===== src/rtl/param_blackjack_pkg.sv =====
// Shared types and card arithmetic for the parametrised blackjack controller.
package param_blackjack_pkg;

    typedef enum logic [2:0] {
        IDLE,
        DEAL,
        PLAYER,
        DEALER,
        RESULT
    } state_t;

    localparam logic [3:0] ACE_RANK   = 4'd1;
    localparam logic [3:0] FACE_VALUE = 4'd10;

    // Faces and any out-of-range rank (0, 14, 15) count as ten.
    function automatic logic [3:0] rank_value(input logic [3:0] rank);
        if (rank == 4'd0 || rank > 4'd10)
            return FACE_VALUE;
        return rank;
    endfunction

    function automatic int best_sum(input int hard, input logic ace,
                                    input int target);
        if (ace && (hard + 10 <= target))
            return hard + 10;
        return hard;
    endfunction

endpackage


===== src/rtl/bj_card_src.sv =====
// Card source: free-running LFSR folded to ranks 1..13, or an external feed.
module bj_card_src
    import param_blackjack_pkg::*;
#(
    parameter bit          EXT_CARDS = 1'b0,
    parameter logic [15:0] LFSR_SEED = 16'hACE1
) (
    input  logic       clk,
    input  logic       res,
    input  logic [3:0] card_in,
    input  logic       card_vld,
    output logic [3:0] card_rank,
    output logic       rank_vld
);

    if (LFSR_SEED == 16'h0) begin : g_bad_seed
        $error("LFSR_SEED must be nonzero");
    end

    logic [15:0] lfsr;
    logic [3:0]  raw;
    logic [3:0]  folded;
    logic [3:0]  lfsr_rank;

    always_ff @(posedge clk) begin
        if (res)
            lfsr <= LFSR_SEED;
        else
            lfsr <= {1'b0, lfsr[15:1]} ^ (lfsr[0] ? 16'hB400 : 16'h0000);
    end

    assign raw       = lfsr[3:0];
    assign folded    = (raw >= 4'd13) ? raw - 4'd13 : raw;
    assign lfsr_rank = folded + 4'd1;

    assign card_rank = EXT_CARDS ? card_in : lfsr_rank;
    assign rank_vld  = EXT_CARDS ? card_vld : 1'b1;

endmodule


===== src/rtl/param_blackjack.sv =====
// Player-versus-dealer round controller with soft-ace tracking and naturals.
module param_blackjack
    import param_blackjack_pkg::*;
#(
    parameter int          TARGET          = 21,
    parameter int          DEALER_STAND    = 17,
    parameter bit          DEALER_HIT_SOFT = 1'b0,
    parameter int          SUM_W           = 6,
    parameter bit          EXT_CARDS       = 1'b0,
    parameter logic [15:0] LFSR_SEED       = 16'hACE1
) (
    input  logic             clk,
    input  logic             res,
    input  logic             start,
    input  logic             hit,
    input  logic             stand,
    input  logic [3:0]       card_in,
    input  logic             card_vld,
    output logic             card_req,
    output logic [SUM_W-1:0] p_c,
    output logic [SUM_W-1:0] d_c,
    output logic             win,
    output logic             lose,
    output logic             tie,
    output logic             bj,
    output logic             busy
);

    if (2 ** SUM_W <= TARGET + 11) begin : g_bad_width
        $error("SUM_W too narrow for TARGET");
    end

    logic [3:0] card_rank;
    logic       rank_vld;

    bj_card_src #(
        .EXT_CARDS(EXT_CARDS),
        .LFSR_SEED(LFSR_SEED)
    ) u_src (
        .clk      (clk),
        .res      (res),
        .card_in  (card_in),
        .card_vld (card_vld),
        .card_rank(card_rank),
        .rank_vld (rank_vld)
    );

    state_t           state, state_n;
    logic [1:0]       deal_cnt, deal_cnt_n;
    logic [SUM_W-1:0] p_hard, p_hard_n, d_hard, d_hard_n;
    logic             p_ace, p_ace_n, d_ace, d_ace_n;
    logic             hit_pending, hit_pending_n;
    logic             start_q, hit_q, stand_q;
    logic [SUM_W-1:0] p_c_n, d_c_n;
    logic             win_n, lose_n, tie_n, bj_n, busy_n;

    logic             start_ev, hit_ev, stand_ev;
    logic [3:0]       card_val;
    logic             card_ace;
    logic [SUM_W-1:0] p_best, d_best;
    logic [SUM_W-1:0] p_add_hard, d_add_hard;
    logic [SUM_W-1:0] p_add_best, d_add_best;
    logic             p_add_ace, d_add_ace;
    logic             d_soft, dealer_draw, xfer;

    assign start_ev = start & ~start_q;
    assign hit_ev   = hit & ~hit_q;
    assign stand_ev = stand & ~stand_q;

    assign card_val   = rank_value(card_rank);
    assign card_ace   = (card_rank == ACE_RANK);
    assign p_add_hard = p_hard + SUM_W'(card_val);
    assign d_add_hard = d_hard + SUM_W'(card_val);
    assign p_add_ace  = p_ace | card_ace;
    assign d_add_ace  = d_ace | card_ace;

    assign p_best     = SUM_W'(best_sum(int'(p_hard), p_ace, TARGET));
    assign d_best     = SUM_W'(best_sum(int'(d_hard), d_ace, TARGET));
    assign p_add_best = SUM_W'(best_sum(int'(p_add_hard), p_add_ace, TARGET));
    assign d_add_best = SUM_W'(best_sum(int'(d_add_hard), d_add_ace, TARGET));

    assign d_soft      = d_ace && (int'(d_hard) + 10 <= TARGET);
    assign dealer_draw = (int'(d_best) < DEALER_STAND) ||
                         ((int'(d_best) == DEALER_STAND) && d_soft &&
                          DEALER_HIT_SOFT);

    always_comb begin
        card_req = 1'b0;
        unique case (state)
            DEAL:    card_req = 1'b1;
            PLAYER:  card_req = hit_pending;
            DEALER:  card_req = dealer_draw;
            default: card_req = 1'b0;
        endcase
    end

    assign xfer = card_req & rank_vld;

    always_comb begin
        state_n       = state;
        deal_cnt_n    = deal_cnt;
        p_hard_n      = p_hard;
        p_ace_n       = p_ace;
        d_hard_n      = d_hard;
        d_ace_n       = d_ace;
        hit_pending_n = hit_pending;
        p_c_n         = p_c;
        d_c_n         = d_c;
        win_n         = win;
        lose_n        = lose;
        tie_n         = tie;
        bj_n          = bj;
        busy_n        = busy;
        unique case (state)
            IDLE: begin
                if (start_ev) begin
                    p_hard_n      = '0;
                    p_ace_n       = 1'b0;
                    d_hard_n      = '0;
                    d_ace_n       = 1'b0;
                    p_c_n         = '0;
                    d_c_n         = '0;
                    {win_n, lose_n, tie_n, bj_n} = 4'b0000;
                    deal_cnt_n    = 2'd0;
                    hit_pending_n = 1'b0;
                    busy_n        = 1'b1;
                    state_n       = DEAL;
                end
            end
            DEAL: begin
                if (xfer) begin
                    deal_cnt_n = deal_cnt + 2'd1;
                    if (!deal_cnt[0]) begin
                        p_hard_n = p_add_hard;
                        p_ace_n  = p_add_ace;
                        p_c_n    = p_add_best;
                    end else begin
                        d_hard_n = d_add_hard;
                        d_ace_n  = d_add_ace;
                        d_c_n    = d_add_best;
                    end
                    // The last dealt card is the dealer's, so p_best is final.
                    if (deal_cnt == 2'd3) begin
                        bj_n    = (int'(p_best) == TARGET);
                        state_n = bj_n ? RESULT : PLAYER;
                    end
                end
            end
            PLAYER: begin
                if (hit_pending) begin
                    if (xfer) begin
                        p_hard_n      = p_add_hard;
                        p_ace_n       = p_add_ace;
                        p_c_n         = p_add_best;
                        hit_pending_n = 1'b0;
                        if (int'(p_add_hard) > TARGET)
                            state_n = RESULT;
                    end
                end else if (stand_ev) begin
                    state_n = DEALER;
                end else if (hit_ev) begin
                    hit_pending_n = 1'b1;
                end
            end
            DEALER: begin
                if (!dealer_draw) begin
                    state_n = RESULT;
                end else if (xfer) begin
                    d_hard_n = d_add_hard;
                    d_ace_n  = d_add_ace;
                    d_c_n    = d_add_best;
                end
            end
            RESULT: begin
                {win_n, lose_n, tie_n} = 3'b000;
                if (int'(p_hard) > TARGET)
                    lose_n = 1'b1;
                else if (bj)
                    if (int'(d_best) == TARGET) tie_n = 1'b1;
                    else                        win_n = 1'b1;
                else if (int'(d_hard) > TARGET)
                    win_n = 1'b1;
                else if (p_best > d_best)
                    win_n = 1'b1;
                else if (p_best < d_best)
                    lose_n = 1'b1;
                else
                    tie_n = 1'b1;
                busy_n  = 1'b0;
                state_n = IDLE;
            end
            default: state_n = IDLE;
        endcase
    end

    always_ff @(posedge clk) begin
        if (res) begin
            state       <= IDLE;
            deal_cnt    <= 2'd0;
            p_hard      <= '0;
            p_ace       <= 1'b0;
            d_hard      <= '0;
            d_ace       <= 1'b0;
            hit_pending <= 1'b0;
            start_q     <= 1'b0;
            hit_q       <= 1'b0;
            stand_q     <= 1'b0;
            p_c         <= '0;
            d_c         <= '0;
            win         <= 1'b0;
            lose        <= 1'b0;
            tie         <= 1'b0;
            bj          <= 1'b0;
            busy        <= 1'b0;
        end else begin
            state       <= state_n;
            deal_cnt    <= deal_cnt_n;
            p_hard      <= p_hard_n;
            p_ace       <= p_ace_n;
            d_hard      <= d_hard_n;
            d_ace       <= d_ace_n;
            hit_pending <= hit_pending_n;
            start_q     <= start;
            hit_q       <= hit;
            stand_q     <= stand;
            p_c         <= p_c_n;
            d_c         <= d_c_n;
            win         <= win_n;
            lose        <= lose_n;
            tie         <= tie_n;
            bj          <= bj_n;
            busy        <= busy_n;
        end
    end

endmodule


===== config.mk =====
export PLATFORM = sky130hd
export DESIGN_NAME = param_blackjack
export DESIGN_NICKNAME = d
export VERILOG_FILES = /design/src/rtl/param_blackjack_pkg.sv /design/src/rtl/bj_card_src.sv /design/src/rtl/param_blackjack.sv
export SDC_FILE = /design/constraint.sdc
export NUM_CORES = 1
export LEC_CHECK = 0
export CAP_MARGIN = 10
export CORE_MARGIN = 3
export CORE_UTILIZATION = 35
export CTS_BUF_LIST = sky130_fd_sc_hd__clkbuf_8
export DETAILED_ROUTE_END_ITERATION = 10
export DONT_BUFFER_PORTS = 1
export PLACE_DENSITY_LB_ADDON = 0.05
export SYNTH_ARGS = -nofsm -noshare
export SYNTH_HDL_FRONTEND = slang
export SYNTH_SLANG_ARGS = --single-unit

===== constraint.sdc =====
create_clock -name clk -period 5 [get_ports clk]
set_clock_uncertainty 0.1 [all_clocks]
set_input_delay 0.75 -clock clk [delete_from_list [all_inputs] [get_ports clk]]
set_output_delay 0.75 -clock clk [all_outputs]
set_load 0.05 [all_outputs]

* After elaboration in Yosys (flattened, before gate mapping) *
Index checks and enable logic that the tools add are counted.

operators by class
  shift operators = 0
  reduce and logical (&&, ||, !) cells = 19
  multiply operators = 0
  bitwise gates (word level) = 9
  mux-type cells = 92
  $add $sub $neg = 9
  $lt $le $gt $ge = 12
  eq/ne operators = 21
  divide/modulo/power cells = 0

operator list
  kind                 number
  $mux 6               25
  $pmux 6 s3           4
  $mux 1               37
  $add 6x4->7 const B  4
  $le 7x5->1 const B   4
  $mux 3               9
  $ne 2x2->1 const B   10
  $gt 6x5->1 const B   3
  $mux 16              1
  $xor 15x16->16       1
  $add 6x4->6          2
  $eq 6x6->1 const B   2
  $mux 4               3
  $pmux 1 s2           6
  $pmux 3 s4           1
  $reduce_and 6->1     2
  $ne 3x3->1 const B   3
  $pmux 1 s3           3
  $reduce_and 7->1     1
  $eq 3x2->1 const B   2
  $gt 6x6->1           1
  $lt 6x5->1 const B   1
  $lt 6x6->1           1
  $reduce_bool 2->1    3
  22 further kinds     33

word-level totals
  ROM bits = 0
  bits in writable memories = 0
  logic and storage cells = 180
  latch bits = 0
  bits in registers = 56
  memories = 0

* Longest topological paths before layout *
Gate-level depths: netlist of the first run.

  depth after elaboration = 16
  gate-level depth with buffers = 27
  depth with buffers taken out = 26

* Modules after synthesis *
Synthesis of the first run repeated with hierarchy kept, for this count alone.

second synthesis, totals
  cell total of the unflattened synthesis = 467
  area, all modules = 3856.2 µm²

modules (own cells, without submodules)
  module           instances  cells an instance  area an instance (µm²)  seq. area each (µm²)
  param_blackjack  1          406                3224.3                  760.7
  bj_card_src      1          61                 631.9                   320.3

* Worst setup path before layout of the first run *
OpenSTA, ideal clock, no wires.

  path type = reg-to-reg
  start point = reg u_src.lfsr[0]
  end point = reg p_c[1]
  period minus slack after synthesis = 4968 ps
  slack = 32 ps
  stages on the path, launching flop included = 23
  arrival = 4781 ps
  setup time = 87 ps
  path buffers = 1
  cells stage by stage = dfxtp_1 -> buf_4 -> inv_1 -> ha_1 -> nor2b_4 -> or3_4 -> a221oi_4 -> xor2_1 -> a21oi_1 -> o221ai_1 -> and2_1 -> ha_1 -> inv_1 -> fa_1 -> xnor2_1 -> xnor2_1 -> inv_1 -> ha_1 -> xnor3_1 -> nor2_1 -> a32oi_1 -> a21oi_1 -> o31ai_1

between the ends
  longest elaborated chain between the ends = 16
  elaborated cells between the ends (all ways) = 23
  classes of those cells = add/sub (4); order compare (3); eq/ne (1); mux (11); bitwise (1); reduce/logical (3)

ends and longest elaborated chain
  item                                                  RTL line                                        RTL
  from (decl)                                           bj_card_src.sv:20                               logic [15:0] lfsr;
  from (signal assigned)                                bj_card_src.sv:29                               lfsr <= {1'b0, lfsr[15:1]} ^ (lfsr[0] ? 16'hB400 : 16'h0000);
  $sub 4x4->4 / $ge 4x4->1 (equally long branches)      bj_card_src.sv:33                               assign folded = (raw >= 4'd13) ? raw - 4'd13 : raw;
  $mux 4 (*)                                            bj_card_src.sv:33
  $add 4x1->4 (*)                                       bj_card_src.sv:34                               assign lfsr_rank = folded + 4'd1;
  $gt 4x4->1 / $logic_not 4->1 (equally long branches)  param_blackjack_pkg.sv:17                       if (rank == 4'd0 || rank > 4'd10)
  $logic_or 1x1->1                                      param_blackjack_pkg.sv:17
  $mux 1                                                param_blackjack_pkg.sv:17
  $mux 4                                                param_blackjack_pkg.sv:19                       return rank;
  $add 6x4->6                                           param_blackjack.sv:72                           assign p_add_hard = p_hard + SUM_W'(card_val);
  $add 6x4->7                                           param_blackjack_pkg.sv:25                       return hard + 10;
  $le 7x5->1                                            param_blackjack_pkg.sv:24                       if (ace && (hard + 10 <= target))
  $logic_and 1x1->1                                     param_blackjack_pkg.sv:24
  $mux 6 / $mux 1 (equally long branches)               param_blackjack_pkg.sv:24
  $mux 6 (*)                                            param_blackjack_pkg.sv:26                       return hard;
  $mux 6 (on tied branches)                             param_blackjack.sv:151, param_blackjack.sv:133
  $mux 6 (on tied branches)                             param_blackjack.sv:150, param_blackjack.sv:131
  $pmux 6 s3 (*)                                        param_blackjack.sv:114                          unique case (state)
  to (signal assigned)                                  param_blackjack.sv:226                          p_c <= p_c_n;
  to (decl)                                             param_blackjack.sv:20                           output logic [SUM_W-1:0] p_c,

Mark *: on every way between the ends. The rest lies on a longest branch, timed or not. The select of a mux whose other input is x is not followed.
A chain may end at the register's enable or synchronous reset.

* Final worst setup path of the first run *
  start point = reg u_src.lfsr[0]
  end point = reg d_c[2]

between the ends
  longest elaborated chain between the ends = 16
  elaborated cells between the ends (all ways) = 23
  classes of those cells = add/sub (4); order compare (3); eq/ne (1); mux (11); bitwise (1); reduce/logical (3)

ends and longest elaborated chain
  item                                                  RTL line                                        RTL
  $sub 4x4->4 / $ge 4x4->1 (equally long branches)      bj_card_src.sv:33
  $mux 4 (*)                                            bj_card_src.sv:33
  $add 4x1->4 (*)                                       bj_card_src.sv:34
  $gt 4x4->1 / $logic_not 4->1 (equally long branches)  param_blackjack_pkg.sv:17
  $logic_or 1x1->1                                      param_blackjack_pkg.sv:17
  $mux 1                                                param_blackjack_pkg.sv:17
  $mux 4                                                param_blackjack_pkg.sv:19
  $add 6x4->6                                           param_blackjack.sv:73                           assign d_add_hard = d_hard + SUM_W'(card_val);
  $add 6x4->7                                           param_blackjack_pkg.sv:25
  $le 7x5->1                                            param_blackjack_pkg.sv:24
  $logic_and 1x1->1                                     param_blackjack_pkg.sv:24
  $mux 6 / $mux 1 (equally long branches)               param_blackjack_pkg.sv:24
  $mux 6 (*)                                            param_blackjack_pkg.sv:26
  $mux 6 (on tied branches)                             param_blackjack.sv:168, param_blackjack.sv:133
  $mux 6 (on tied branches)                             param_blackjack.sv:166, param_blackjack.sv:131
  $pmux 6 s3 (*)                                        param_blackjack.sv:114
  to (signal assigned)                                  param_blackjack.sv:227                          d_c <= d_c_n;
  to (decl)                                             param_blackjack.sv:21                           output logic [SUM_W-1:0] d_c,

Marked as above.

==> results of run 1 <==
## per-layer routing
metal  share of wire  track usage  vias up
li1                -            -     1768
met1            0.51       0.2354     1636
met2            0.46       0.2563       38
met3           0.019      0.01887       10
met4           0.010      0.03606        0
met5               0            0        -
## layout make-up
class | count | area, sq um
clock inverters | 3 | 28.78
fillers | 1145 | 6515
flip-flops and latches | 54 | 1084
multi-input cells | 380 | 2766
well taps | 140 | 175.2
repair buffers | 22 | 177.7
clock buffers | 5 | 68.82
inverters | 32 | 120.1
## worst min-delay path by stage
stage                           endpoint  slack, ns      startpoint
after detailed placement   u_src.lfsr[5]       0.29   u_src.lfsr[6]
after floorplan           u_src.lfsr[11]       0.29  u_src.lfsr[12]
after global routing       u_src.lfsr[7]       0.34   u_src.lfsr[8]
after CTS                  u_src.lfsr[7]       0.32   u_src.lfsr[8]
after global placement     u_src.lfsr[6]       0.29   u_src.lfsr[7]
final                      u_src.lfsr[7]       0.32   u_src.lfsr[8]
## cell families (layout without fill, tap and decap cells)
family	after synthesis	after routing	share of synthesized area
flip-flops	54	54	0.2727
buffers and inverters	57	62	0.05682
adder cells (fa/ha/maj)	34	34	0.1105
AO/OA/AOI/OAI	126	126	0.2282
XOR/XNOR	26	26	0.07134
AND/OR/NAND/NOR	191	191	0.2494
multiplexers	3	3	0.01105
## flip-flops by register name, summed over array words and instances (netlist names)
register     cells
d_hard           5
stand_q          1
lose             1
p_hard           5
win              1
d_c              6
deal_cnt         2
u_src.lfsr      16
hit_q            1
start_q          1
state            3
d_ace            1
p_c              6
tie              1
p_ace            1
busy             1
bj               1
hit_pending      1
## where the power goes
group / switching, uW / internal (uW)
Combinational: 263 / 183
Clock: 167 / 105
Sequential: 67.9 / 459
## cell usage in the layout, fill, tap and decap left out, drive strengths merged, types with 3 or more instances in the layout
cell / n
or3: 6
nand3: 11
a21o: 3
a31oi: 5
a2111o: 3
buf: 22
nor3: 22
nor2b: 16
a2111oi: 4
or2: 7
o21bai: 3
nor2: 49
and3: 6
nand4: 4
nand2b: 11
nand2: 36
dfxtp: 54
inv: 34
ha: 30
nor3b: 3
and2: 4
xnor2: 18
a21oi: 42
a32oi: 5
nor4: 6
o31ai: 5
clkbuf: 5
o21ai: 21
a22oi: 6
xor2: 7
## stage by stage
stage                     cells    util  hold slack (ns)
after detailed placement    624  0.3812           0.2932
final                       636  0.4042           0.3214
after global placement      624  0.3812           0.2911
after global routing        636  0.4042           0.3406
after CTS                   632  0.3912           0.3236
after floorplan             491       -           0.2895
## what timing repair did
action	in CTS	in global routing
pin swaps	1	18
setup endpoints to repair	4	11
gates resized for setup	3	23
buffers inserted	0	4
==> metrics.md, run 1 <==
| Metric | Value |
|---|---|
| Status | `complete, no violations` |
| Hold WC Path Type | `flip-flop to flip-flop` |
| Wire per inst | `15.81 um` |
| Global Route Usage Sum | `0.1614` |
| Ranking of synthesized cells by instance count | `54 x dfxtp_1, 49 x nor2_1, 40 x a21oi_1` |
| Ys Warns | `0` |
| Setup violators final | `0` |
| Final WS setup | `0.2581 ns` |
| Mean post-synth cell area | `8.073 sq um` |
| DRC | `0` |
| Post-Syn Nets | `533` |
| Critical-path cell list | `inv_1 > ha_2 > nor2b_4 > or3_4 > a221oi_4 > xor2_2 > a21oi_1 > o221ai_1 > and2_4 > ha_4 > inv_1 > fa_2 > xnor2_2 > xnor2_2 > buf_4 > ha_1 > a21oi_2 > a31oi_2 > nor2_1 > nand4_1 > o32a_1 > a21o_1 > a32o_1` |
| Mapped Cells | `491` |
| Final wirelength | `10050 um` |
| Final hold violation count | `0` |
| CTS tree | `built` |
| Iter 0 DRT Violations | `170` |
| Crit path largest cell delay | `0.38 ns` |
| Clk buf depth | `2` |
| Vias/cell | `5.428` |
| Mapped Area | `3964 sq um` |
| Tcrit/Tclk final | `0.9484` |
| TritonCTS Sinks | `54` |
| FF-to-FF path depth | `23` |
| Cell area after layout | `4420 sq um` |
| Top_reg_cell synth | `dfxtp_1` |
| Buffers and inverters on the worst path | `3` |
| Crit. path cell count | `23` |
| Global-route wire length before repair | `16910 um` |
| Fin crit period | `4.742 ns` |
| Measured slew at the worst slew-check pin | `0.9938 ns` |
| Critical path arrival | `4.86 ns` |
| Nets@finish | `537` |
| Initial antenna violation count | `0` |
| IO Pins | `28` |
| Die X | `112.4 um` |
| First drt pass iteration count | `4` |
| Sequential share of the synthesized area | `0.2727` |
| Vias post-DR | `3452` |
| Count leader, synth | `dfxtp_1` |
| Hpwl dp | `7267 um` |
| Maximum number of pins on one net before global-route repair | `53` |
| Critical path launch point type | `flip-flop` |
| Hold path depth | `1` |
| Critical Path End Type | `flip-flop` |
| Num CTS Buffers | `5` |
| ANT cells | `0` |
| Total design power | `1246 uW` |
| Seq cells post-synth | `54` |
| Max-cap violations | `0` |
| Clock latency on the worst-skew pair | `0.31 ns` |
| Distinct cells, synth | `79` |
| Synth async-reset ratio | `0` |
| Rows | `38` |
| CP max FO | `5` |
| Placement Cell Area | `4169 sq um` |
| Power Density | `281.9 nW/um^2` |
| H-tree Lvls | `2` |
| Top delay family on crit path | `compound AO/OA/AOI/OAI gates` |
| Clock slew at reported path FFs | `0.11 ns` |
| DIE AREA | `12640 sq um` |
| Yosys top cell area share | `0.2727` |
| Reg-to-Reg End | `d_c[2]` |
| Reg2reg setup slack | `0.26 ns` |
| Worst setup endpoint | `d_c[2]` |
| F_max | `210.9 MHz` |
| Setup_tns | `0 ns` |
| Die H | `112.4 um` |
| Crit path from | `u_src.lfsr[0]` |
| ANT nets after route | `0` |
| Core area | `10940 sq um` |
| Crit path max-delay cell type | `fa_2` |
| CTS Hold Bufs | `0` |
| Slew Viols, Final | `0` |
| GPL Wtd Cong | `0.8887` |
| Cell taking the most area after synthesis | `dfxtp_1` |
| Setup CP Type | `flip-flop to flip-flop` |
| Relative slew slack | `0.3361` |
| Grt ovf | `0` |
| R2R Path Start | `u_src.lfsr[0]` |
| Initial Utilization | `0.3625` |
| Vias in the first global route | `3339` |
| Worst path required time | `5.12 ns` |
| Post-synth EDFFs | `0` |
| IR drop worst, VDD | `0.1215 mV` |
| IO buf count | `0` |
| CTS root buf | `clkbuf_8` |
| Post-Place Worst Slack | `0.02120 ns` |
| Layout cells sized above 1 | `0.1653` |
| Top cells by area, synth | `dfxtp_1 27%, ha_1 9.5%, a21oi_1 5.1%` |
| Lkg Pwr | `0.001718 uW` |
| Layout area overhead | `11.52%` |
Power figures use the tool's default switching activity.
==> run 2: changes to the inputs <==
- CORE_UTILIZATION: 35 -> 45
- GPL_ROUTABILITY_DRIVEN: unset -> 0
==> run 2 against run 1 <==
Effect of this change: clock-buffer cell count is the same; final cell count shrank 4.1%; sequential power is essentially flat; register-to-register slack lost 0.14 ns.
==> metrics.md, run 2 (synthesis results as in run 1) <==
| Metric | Value |
|---|---|
| CP max FO | `7 (+2)` |
| FF-to-FF path depth | `23 (unchanged)` |
| Rows | `33 (-13%)` |
| F_max | `204.9 MHz (-2.9%)` |
| Measured slew at the worst slew-check pin | `1.003 ns (+0.009022 ns)` |
| Clk buf depth | `2 (unchanged)` |
| Multi-input logic area | `2851 sq um (+3.1%)` |
| Num CTS Buffers | `5 (unchanged)` |
| Max-cap violations | `0 (unchanged)` |
| Crit path from | `u_src.lfsr[0]` |
| Hpwl dp | `6580 um (-9.5%)` |
| Slew Viols, Final | `0 (unchanged)` |
| DRC | `0 (unchanged)` |
| Die H | `99.86 um (-11%)` |
| Lkg Pwr | `0.001760 uW (+2.5%)` |
| RSZ-0062 raised after global routing | `yes` |
| Global-route wire length before repair | `15220 um (-10%)` |
| HP Start | `u_src.lfsr[6]` |
| Nets@finish | `546 (+1.7%)` |
| Critical path arrival | `5.00 ns (+0.14 ns)` |
| TritonCTS Sinks | `54 (unchanged)` |
| Final wirelength | `9377 um (-6.7%)` |
| Setup_tns | `0 ns (unchanged)` |
| Worst path required time | `5.12 ns (about the same)` |
| Tcrit/Tclk final | `0.9763 (+0.02790)` |
| Hold WC Path Type | `flip-flop to flip-flop` |
| Wire per inst | `15.37 um (-2.7%)` |
| Initial antenna violation count | `0 (unchanged)` |
| Initial Utilization | `0.4729 (+0.1104)` |
| DIE AREA | `9971 sq um (-21%)` |
| First drt pass iteration count | `5 (+1)` |
| Die X | `99.86 um (-11%)` |
| CTS Hold Bufs | `0 (unchanged)` |
| Relative slew slack | `0.3301 (-0.006027)` |
| Fin crit period | `4.881 ns (+0.1395 ns)` |
| H-tree Lvls | `2 (unchanged)` |
| Biggest register | `u_src.lfsr` |
| Setup violators final | `0 (unchanged)` |
| Status | `complete, no violations` |
| Layout Utilization | `0.5389 (+0.1347)` |
| Reg2reg setup slack | `0.12 ns (-0.14 ns)` |
| R2R Path Start | `u_src.lfsr[0]` |
| CTS root buf | `clkbuf_8` |
| Most frequent cells in the layout | `53 x dfxtp_1, 48 x nor2_1, 35 x nand2_1, 35 x a21oi_1, 31 x buf_4` |
| Vias in the first global route | `3134 (-6.1%)` |
| Maximum number of pins on one net before global-route repair | `53 (unchanged)` |
| Clock latency on the worst-skew pair | `0.32 ns (about the same)` |
| Critical path launch point type | `flip-flop` |
| Worst setup endpoint | `d_c[2]` |
| Global Route Usage Sum | `0.1856 (+0.02417)` |
| Reg-to-Reg End | `d_c[2]` |
| Sequential standard cell area | `1085 sq um (+0.12%)` |
| Vias post-DR | `3481 (+0.84%)` |
| Setup CP Type | `flip-flop to flip-flop` |
| Layout cells sized above 1 | `0.2059 (+0.04062)` |
| Hold WS | `0.3179 ns (-0.003470 ns)` |
| Layout area overhead | `13.95%` |
| IO Pins | `28 (unchanged)` |
| Commonest non-fill, non-tap cell in the layout | `dfxtp_1` |
| Vias/cell | `5.707 (+5.1%)` |
| Critical Path End Type | `flip-flop` |
| Total design power | `1255 uW (+0.76%)` |
| Clock slew at reported path FFs | `0.11 ns (about the same)` |
| Final hold violation count | `0 (unchanged)` |
| Max FFs per register | `16 (unchanged)` |
| ANT nets after route | `0 (unchanged)` |
| Top Registers | `u_src.lfsr x16, d_c x6, p_c x6` |
| ANT cells | `0 (unchanged)` |
| IO buf count | `0 (unchanged)` |
| IR drop worst, VDD | `0.1578 mV (+30%)` |
| Core area | `8382 sq um (-23%)` |
| Fillers | `799 (-30%)` |
| Iter 0 DRT Violations | `175 (+2.9%)` |
| CTS tree | `built` |
| Grt ovf | `0 (unchanged)` |
| Power Density | `278.0 nW/um^2 (-1.4%)` |
run 2: worst min-delay path by stage:
stage	endpoint	cells past startpoint	slack, ns
after floorplan	u_src.lfsr[11]	1	0.29
after CTS	u_src.lfsr[6]	1	0.32
after global routing	u_src.lfsr[7]	1	0.34
after global placement	u_src.lfsr[6]	1	0.29
after detailed placement	u_src.lfsr[6]	1	0.30
final	u_src.lfsr[5]	1	0.32
run 2: layout make-up:
class                   count  area share
inverters                  32     0.02659
flip-flops and latches     54      0.2402
repair buffers             31     0.05152
multi-input cells         380      0.6313
clock inverters             3    0.006094
clock buffers               5     0.01524
well taps                 105     0.02909
run 2: through the flow:
step	worst slack (ns)	area, sq um	instances
after global routing	-0.1095	4517	610
after CTS	0.05257	4208	594
final	0.1186	4517	610
after detailed placement	-0.04482	4103	586
after global placement	0.04490	4103	586
after floorplan	0.03211	3964	491
run 2: routing by layer:
| layer | routed length [um] | GRT usage |
|---|---|---|
| met4 | 87 | 0.04727 |
| met5 | 0 | 0 |
| met3 | 333 | 0.02849 |
| met1 | 4629 | 0.2585 |
| met2 | 4327 | 0.3007 |
run 2: report_power, final:
group	internal (uW)	switching [uW]
clock network	104	156
logic	199	273
registers	458	65.5
run 2: repair_timing:
| item | 4_1_cts | 5_1_grt |
|---|---|---|
| endpoints found under the setup margin | 6 | 11 |
| cloned | 0 | 0 |
| buffers inserted | 0 | 16 |
| pin swaps | 0 | 22 |
| gates resized for setup | 3 | 40 |
run 2: critical path, cell delays in order (launching register included):
cell	delay, ns
dfxtp_4	0.38
inv_1	0.04
ha_2	0.17
nor2b_4	0.12
or3_4	0.39
a221oi_4	0.34
xor2_2	0.35
a21oi_2	0.06
o221ai_2	0.16
and2_4	0.19
ha_4	0.13
inv_2	0.04
fa_2	0.38
xnor2_2	0.17
xnor2_2	0.17
buf_4	0.17
buf_4	0.13
buf_4	0.12
buf_4	0.12
nor3_2	0.12
mux2i_1	0.12
o32a_1	0.36
a21o_1	0.19
a32o_1	0.24
==> run 3: changes to the inputs <==
- CORE_UTILIZATION: 45 -> 30
==> run 3 against run 2 <==
Effect of this change: sequential share of layout area shrank 0.23 points; register-to-register slack improved by 0.098 ns; first-iteration DRC count grew 13%; largest power group unchanged; sequential power about the same; total power increased by 1.1%; critical path type unchanged.
==> metrics.md, run 3 (synthesis results as in run 1) <==
| Metric | Value |
|---|---|
| Switching share of power | `0.4043 (+0.01058)` |
| Rows | `41 (+24%)` |
| Post-Place Worst Slack | `-0.01340 ns (+0.03142 ns)` |
| Critical path arrival | `4.93 ns (-0.07 ns)` |
| Nets@finish | `550 (+0.73%)` |
| Global-route wire length before repair | `16900 um (+11%)` |
| Clock Power Share | `0.216 (+0.009)` |
| Critical path launch point type | `flip-flop` |
| Biggest register | `u_src.lfsr` |
| Num CTS Buffers | `5 (unchanged)` |
| Fillers | `1351 (+69%)` |
| CP max FO | `5 (-2)` |
| Setup violators final | `0 (unchanged)` |
| Layout area overhead | `14.90%` |
| Max FFs per register | `16 (unchanged)` |
| Critical Path End Type | `flip-flop` |
| Die X | `120.9 um (+21%)` |
| DRC | `0 (unchanged)` |
| Measured slew at the worst slew-check pin | `1.013 ns (+0.01034 ns)` |
| Final wirelength | `10460 um (+12%)` |
| Crit path largest cell delay | `0.38 ns (about the same)` |
| Iter 0 DRT Violations | `198 (+13%)` |
| Vias post-DR | `3498 (+0.49%)` |
| Wire per inst | `15.36 um (about the same)` |
| TritonCTS Sinks | `54 (unchanged)` |
| Lkg Pwr | `0.001774 uW (+0.80%)` |
| IO buf count | `0 (unchanged)` |
| CTS Hold Bufs | `0 (unchanged)` |
| P_sw | `513.2 uW (+3.8%)` |
| Clock slew at reported path FFs | `0.11 ns (about the same)` |
| Internal | `756.0 uW (-0.67%)` |
| Vias/cell | `5.137 (-10%)` |
| Maximum number of pins on one net before global-route repair | `53 (unchanged)` |
| DIE AREA | `14630 sq um (+47%)` |
| Top delay family on crit path | `compound AO/OA/AOI/OAI gates` |
| Fin crit period | `4.784 ns (-0.09777 ns)` |
| Crit path max-delay cell type | `or3_4` |
| Final hold violation count | `0 (unchanged)` |
| CTS tree | `built` |
| Setup CP Type | `flip-flop to flip-flop` |
| Slew Viols, Final | `0 (unchanged)` |
| Hpwl dp | `7524 um (+14%)` |
| Cell area after layout | `4554 sq um (+0.83%)` |
| Hold WC Path Type | `flip-flop to flip-flop` |
| Buffers and inverters on the worst path | `3 (-3)` |
| Tcrit/Tclk final | `0.9567 (-0.01955)` |
| Max-cap violations | `0 (unchanged)` |
| IO Pins | `28 (unchanged)` |
| Final WS setup | `0.2164 ns (+0.09777 ns)` |
| Core area | `12770 sq um (+52%)` |
| Status | `complete, no violations` |
| Clk buf depth | `2 (unchanged)` |
| Worst path required time | `5.15 ns (+0.03 ns)` |
| ANT cells | `0 (unchanged)` |
| CTS root buf | `clkbuf_8` |
| Power Density | `278.7 nW/um^2 (+0.26%)` |
| Relative slew slack | `0.3232 (-0.006909)` |
| Initial Utilization | `0.3103 (-0.1626)` |
| Logic pwr share | `0.371 (-0.005)` |
| Top Registers | `u_src.lfsr x16, d_c x6, p_c x6` |
| First drt pass iteration count | `4 (-1)` |
| F_max | `209.0 MHz (+2.0%)` |
| Placement Cell Area | `4239 sq um (+3.3%)` |
| Reg2reg setup slack | `0.22 ns (+0.10 ns)` |
| Initial antenna violation count | `0 (unchanged)` |
| IR drop worst, VDD | `0.2014 mV (+28%)` |
| Critical-path cell list | `inv_1 > ha_2 > nor2b_4 > or3_4 > a221oi_4 > xor2_2 > a21oi_1 > o221ai_1 > and2_4 > ha_2 > inv_1 > fa_2 > xnor2_2 > xnor2_2 > buf_4 > ha_1 > a21oi_2 > a31oi_2 > nor2_1 > nand4_1 > o32a_1 > a21o_1 > a32o_1` |
| Grt ovf | `0 (unchanged)` |
| Vias in the first global route | `3261 (+4.1%)` |
| Clock latency on the worst-skew pair | `0.34 ns (+0.02 ns)` |
| ANT nets after route | `0 (unchanged)` |
| Commonest non-fill, non-tap cell in the layout | `dfxtp_1` |
| Layout cells sized above 1 | `0.1925 (-0.01341)` |
| Most frequent cells in the layout | `52 x dfxtp_1, 49 x nor2_1, 37 x a21oi_1, 35 x nand2_1, 35 x buf_4` |
| Sequential share of power | `0.413 (-0.004)` |
| Die H | `120.9 um (+21%)` |
| Global Route Usage Sum | `0.1454 (-0.04013)` |
| H-tree Lvls | `2 (unchanged)` |
-- run 3: cell count changes in the layout (fill, tap and decap cells not counted), sizes merged --
cell,delta
clkinv,+1
buf,+4
inv,-1
-- run 3: repair_timing --
item	4_1_cts	5_1_grt
hold endpoints to repair	0	0
cloned	0	0
resized for setup	3	24
buffers inserted	0	13
pin swaps	0	12
setup endpoints to repair	5	11
-- run 3: power groups by stage --
stage / combinational [uW] / sequential (uW) / clock, uW
after detailed placement: 422 / 534 / 0
after global routing: 529 / 530 / 305
after floorplan: 337 / 506 / 0
final: 471 / 524 / 274
after global placement: 421 / 534 / 0
after CTS: 428 / 524 / 289
-- run 3: layer usage --
metal  wire (um)  GRT usage
met3         348    0.02937
met4         151    0.05028
met1        5138     0.1984
met2        4820     0.2282
met5           0          0
-- run 3: area by class of cell --
cell class,instances,area (sq um),share of cell area
tap,172,215.2,0.04725
sequential,54,1084,0.2379
multi-input combinational,380,2779,0.6102
timing repair buffer,35,262.8,0.05769
clock inverter,3,25.02,0.005495
inverter,32,120.1,0.02637
clock buffer,5,68.82,0.01511
-- run 3: final timing paths --
kind,to,depth (start not counted),from
max,d_c[2],23,u_src.lfsr[0]
min,u_src.lfsr[7],1,u_src.lfsr[8]
max reg2reg,d_c[2],23,u_src.lfsr[0]
min reg2reg,u_src.lfsr[7],1,u_src.lfsr[8]
-- run 3: worst reg2reg max path, cell delays in order, from the launching register on --
cell,delay [ns]
dfxtp_2,0.36
inv_1,0.05
ha_2,0.18
nor2b_4,0.14
or3_4,0.38
a221oi_4,0.33
xor2_2,0.25
a21oi_1,0.07
o221ai_1,0.19
and2_4,0.20
ha_2,0.18
inv_1,0.06
fa_2,0.38
xnor2_2,0.16
xnor2_2,0.16
buf_4,0.16
ha_1,0.20
a21oi_2,0.13
a31oi_2,0.06
nor2_1,0.13
nand4_1,0.13
o32a_1,0.27
a21o_1,0.18
a32o_1,0.23
-- run 3: stage by stage --
step                std cells  setup TNS [ns]  power (uW)    util  hold slack, ns
global placement          660               0       954.4  0.3319          0.2909
global route              681        -0.05076        1364  0.3565          0.3284
finish                    681               0        1269  0.3565          0.3182
detailed placement        660        -0.03066       956.0  0.3319          0.2937
CTS                       668               0        1242  0.3405          0.3208
floorplan                 491               0       843.2       -          0.2895
